`config.mk`:
```
export PLATFORM = sky130hd
export DESIGN_NAME = tdc_thermo_encoder
export DESIGN_NICKNAME = d
export VERILOG_FILES = /design/src/rtl/tdc_thermo_encoder_pkg.sv /design/src/rtl/tdc_thermo_encoder_popcount_tree.sv /design/src/rtl/tdc_thermo_encoder.sv
export SDC_FILE = /design/constraint.sdc
export NUM_CORES = 2
export LEC_CHECK = 0
export ABC_AREA = 1
export CORE_AREA = 2 2 408 410
export CTS_CLUSTER_DIAMETER = 60
export DETAILED_ROUTE_END_ITERATION = 10
export DIE_AREA = 0 0 410 412
export PLACE_DENSITY = 0.71
export SLEW_MARGIN = 20
export SYNTH_ARGS = -nofsm -noshare
export SYNTH_HDL_FRONTEND = slang
export SYNTH_SLANG_ARGS = --single-unit
```
`constraint.sdc`:
```
create_clock -name clk -period 10.7 [get_ports clk]
set_input_delay 1.07 -clock clk [delete_from_list [all_inputs] [get_ports clk]]
set_output_delay 1.07 -clock clk [all_outputs]
set_load 0.03 [all_outputs]
```
`src/rtl/tdc_thermo_encoder_pkg.sv`:
```
// Shared constants for the fine TDC time-stamp path.
// Also holds the log2 helper used to check and size the encoder parameters.
package tdc_pkg;

  localparam int unsigned TDC_TAPS   = 1024;
  localparam int unsigned TDC_FINE_W = 10;

  function automatic int unsigned clog2(input int unsigned value);
    int unsigned result;
    result = 0;
    for (int unsigned p = 1; p < value; p = p << 1) begin
      result = result + 1;
    end
    return result;
  endfunction

endpackage

```
`src/rtl/tdc_thermo_encoder_popcount_tree.sv`:
```
// Combinational population count built as a balanced binary adder tree.
// Each level splits the vector in half and sums the two narrower counts.
module popcount_tree
  import tdc_pkg::*;
#(
  parameter int unsigned N = 4
) (
  input  logic [N-1:0]     bits,
  output logic [clog2(N):0] sum
);

  if (N == 1) begin : g_leaf
    assign sum = bits;
  end else begin : g_split
    localparam int unsigned H = N / 2;

    logic [clog2(H):0] lo_sum;
    logic [clog2(H):0] hi_sum;

    popcount_tree #(.N(H)) u_lo (
      .bits (bits[H-1:0]),
      .sum  (lo_sum)
    );

    popcount_tree #(.N(H)) u_hi (
      .bits (bits[N-1:H]),
      .sum  (hi_sum)
    );

    assign sum = {1'b0, lo_sum} + {1'b0, hi_sum};
  end

endmodule

```
`src/rtl/tdc_thermo_encoder.sv`:
```
// Thermometer-to-binary encoder for the fine TDC delay line.
// Two register stages: capture of the code, then saturated popcount with valid.
module tdc_thermo_encoder
  import tdc_pkg::*;
#(
  parameter int unsigned N = TDC_TAPS,
  parameter int unsigned W = TDC_FINE_W
) (
  input  logic         clk,
  input  logic         reset,
  input  logic         capture,
  input  logic [N-1:0] therm,
  output logic [W-1:0] count,
  output logic         sat,
  output logic         valid
);

  if ((N < 4) || (W != clog2(N)) || (N != (1 << W))) begin : g_param_check
    $error("tdc_thermo_encoder: N must be a power of 2 >= 4 and W = log2(N)");
  end

  logic [N-1:0] code_q;
  logic         s1_valid;
  logic [W:0]   ones;

  popcount_tree #(.N(N)) u_popcount (
    .bits (code_q),
    .sum  (ones)
  );

  always_ff @(posedge clk) begin
    if (reset) begin
      code_q   <= '0;
      s1_valid <= 1'b0;
      count    <= '0;
      sat      <= 1'b0;
      valid    <= 1'b0;
    end else begin
      s1_valid <= capture;
      if (capture) begin
        code_q <= therm;
      end
      valid <= s1_valid;
      // A full chain needs W+1 bits, so it is clipped to the largest W-bit code.
      if (s1_valid) begin
        if (ones == (W + 1)'(N)) begin
          count <= '1;
          sat   <= 1'b1;
        end else begin
          count <= ones[W-1:0];
          sat   <= 1'b0;
        end
      end
    end
  end

endmodule

```
==> impl_metrics.ini <==
[timing]
fmax_mhz = 94.89
hold_violations = 0
finalCritPeriodShare_pct = 98.49
fin_ws_ns = 0.1617
relSlewSlack_pct = 22.77
slew_violations = 0
period_minus_slack_ns = 10.54
final.setup_skew_ns = 0.03569
setup_viol = 0
rsz0062_at_grt = yes
fin_hold_ws_ns = 0.4758
tightest_slew_ns = 1.158

[global_routing]
grt_pass1_vias = 50470
overflow = 0
grt_use_total_pct = 26.69
grt_first_pass_wirelength_um = 327000
antenna_found_initial = 143
grt_max_degree = 233

[worst_setup_path]
cp_max_fo = 5
cp-start-kind = flip-flop
max_stage_delay_ns = 0.73
crit_arrival_ns = 11.25
ff2ff_path_depth = 30
setup.worst_path.class = flip-flop to flip-flop
cp-end-kind = flip-flop
r2r_end = count[2]
cp-endpoint = count[2]
cpMostUsedCell = fa_1
cp-startpoint = code_q[367]
reg2reg_slack_ns = 0.16
reg2reg_from = code_q[367]
cp_data_required_time_ns = 11.41
cpMaxStageDelayCell = fa_1

[placement]
port_buffers = 1038
dpl.hpwl_um = 186900
gp_congestion = 0.9264
placed_area_mm2 = 0.07428
post-place-ws_ns = -0.1905

[floorplanning]
initial_core_util_pct = 37.54
fp.coreArea_mm2 = 0.1642
fp.dieH_um = 412
die_area_mm2 = 0.1689
die_w_um = 410
ios = 1039
rows = 149

[synthesis]
avgSynthCellArea_um2 = 9.224
netlist_instances = 6684
yosys_warnings = 0
ys_ff_latch = 1037
syn_area_mm2 = 0.06166
yosysUniqueCellTypes = 25
seq_area_frac_synth_pct = 33.67
synthesis.nets = 8838

[worst_hold_path]
hold_class = flip-flop to flip-flop

[clocking]
cts-buffers-inserted = 139
cts_sinks = 1037
clock_tree.root_cell = clkbuf_16
clock_tree.buffer_depth = 3
insertion_delay_ns = 0.78
cts_tree = yes
cts_max_level = 4
cts_hold_buffers = 0
clk_pin_slew_ns = 0.06

[routing]
ant_nets = 0
routed_wl_um = 229000
drtIter0Drc = 3663
viasPerCell = 4.810
wire_per_inst_um = 22.91
drt_first_pass_iters = 8
drc = 0
via_count = 48080

[layout]
drive_gt1_share_pct = 5.330
layout_commonest_cell = inv_1
final_nets = 9773
syn2layout_area_growth_pct = 28.76
design_area_mm2 = 0.07939
final_cell_mix = inv_1, clkdlybuf4s50_1, o21ai_0, dfxtp_1, fa_1

[run_status]
outcome = finished clean

[job]
maxCapViolCount = 0
==> synthesized netlist by cell type (all sizes together) <==
| master | number | area (um^2) |
|---|---|---|
| nor2 | 926 | 3493 |
| or2 | 1 | 6.260 |
| nand3b | 1 | 7.510 |
| clkinv | 2 | 7.510 |
| nand4 | 2 | 12.51 |
| nand2 | 52 | 207.7 |
| dfxtp | 1037 | 20760 |
| nand3 | 14 | 85.08 |
| inv | 1550 | 5818 |
| o21ai | 1035 | 5180 |
| o21bai | 2 | 15.01 |
| a21oi | 591 | 2999 |
| clkbuf | 240 | 900.9 |
| buf | 104 | 524.3 |
| fa | 1004 | 20100 |
| ha | 123 | 1539 |
==> registers in the layout (all words and copies together) (netlist names) <==
name      count
code_q     1024
count        10
s1_valid      1
sat           1
valid         1
==> logic make-up after synthesis <==
kind of cell | after synthesis | share of synthesized area (%)
adder cells (fa/ha/maj) | 1127 | 35.10
flip-flops | 1037 | 33.67
buffers and inverters | 1896 | 11.76
AO/OA/AOI/OAI | 1628 | 13.29
AND/OR/NAND/NOR | 996 | 6.183
==> layout make-up <==
class                      count  area, um^2
fill                       15250       84860
multi-input combinational   3751       33710
sequential                  1037       20760
timing repair buffer        1138       11350
inverter                    1552        5843
clock buffer                 182        3871
tap                         2189        2739
clock inverter                70       928.4
antenna                       75       187.7
==> per-layer routing <==
metal  global-route usage (%)  vias to the layer above  part of all wire (%)
met5                        0                        -                  0.22
met4                    12.15                       80                   4.3
met3                    6.240                      468                   6.9
met2                    45.07                     1578                    49
met1                    32.35                    23810                    40
li1                         -                    22140                     -
==> critical path, delay by kind of cell (launching register included) <==
family          cells  cell delay (ns)
simple gates        7             0.63
compound gates      1             0.11
fa+ha+maj          16             8.88
flops               1             0.31
buf+inv             6             0.50
==> worst min-delay path by stage <==
stage / from / endpoint / slack (ns) / cells past startpoint
4_1_cts: code_q[282] / code_q[282] / 0.48 / 2
3_3_place_gp: code_q[533] / code_q[533] / 0.46 / 2
3_5_place_dp: code_q[58] / code_q[58] / 0.47 / 2
6_report: code_q[282] / code_q[282] / 0.48 / 2
5_1_grt: code_q[625] / code_q[625] / 0.49 / 2
2_1_floorplan: code_q[518] / code_q[518] / 0.45 / 2
==> metrics by stage <==
stage	setup TNS, ns	util [%]	instances
final	0	48.34	9994
after floorplan	0	-	6684
after detailed placement	-1.718	45.22	9663
after global placement	-2.646	45.22	9663
after CTS	0	48.15	9915
after global routing	-1.245	48.31	9974
==> what timing repair did <==
| item | CTS | global route |
|---|---|---|
| buffers inserted | 0 | 3 |
| pin swaps | 10 | 95 |
| setup endpoints to repair | 11 | 11 |
| gates cloned | 0 | 1 |
| gates resized for setup | 8 | 51 |
Power is not shown: default switching activity piles up to over one toggle a cycle in this logic, so the estimate is an artifact.
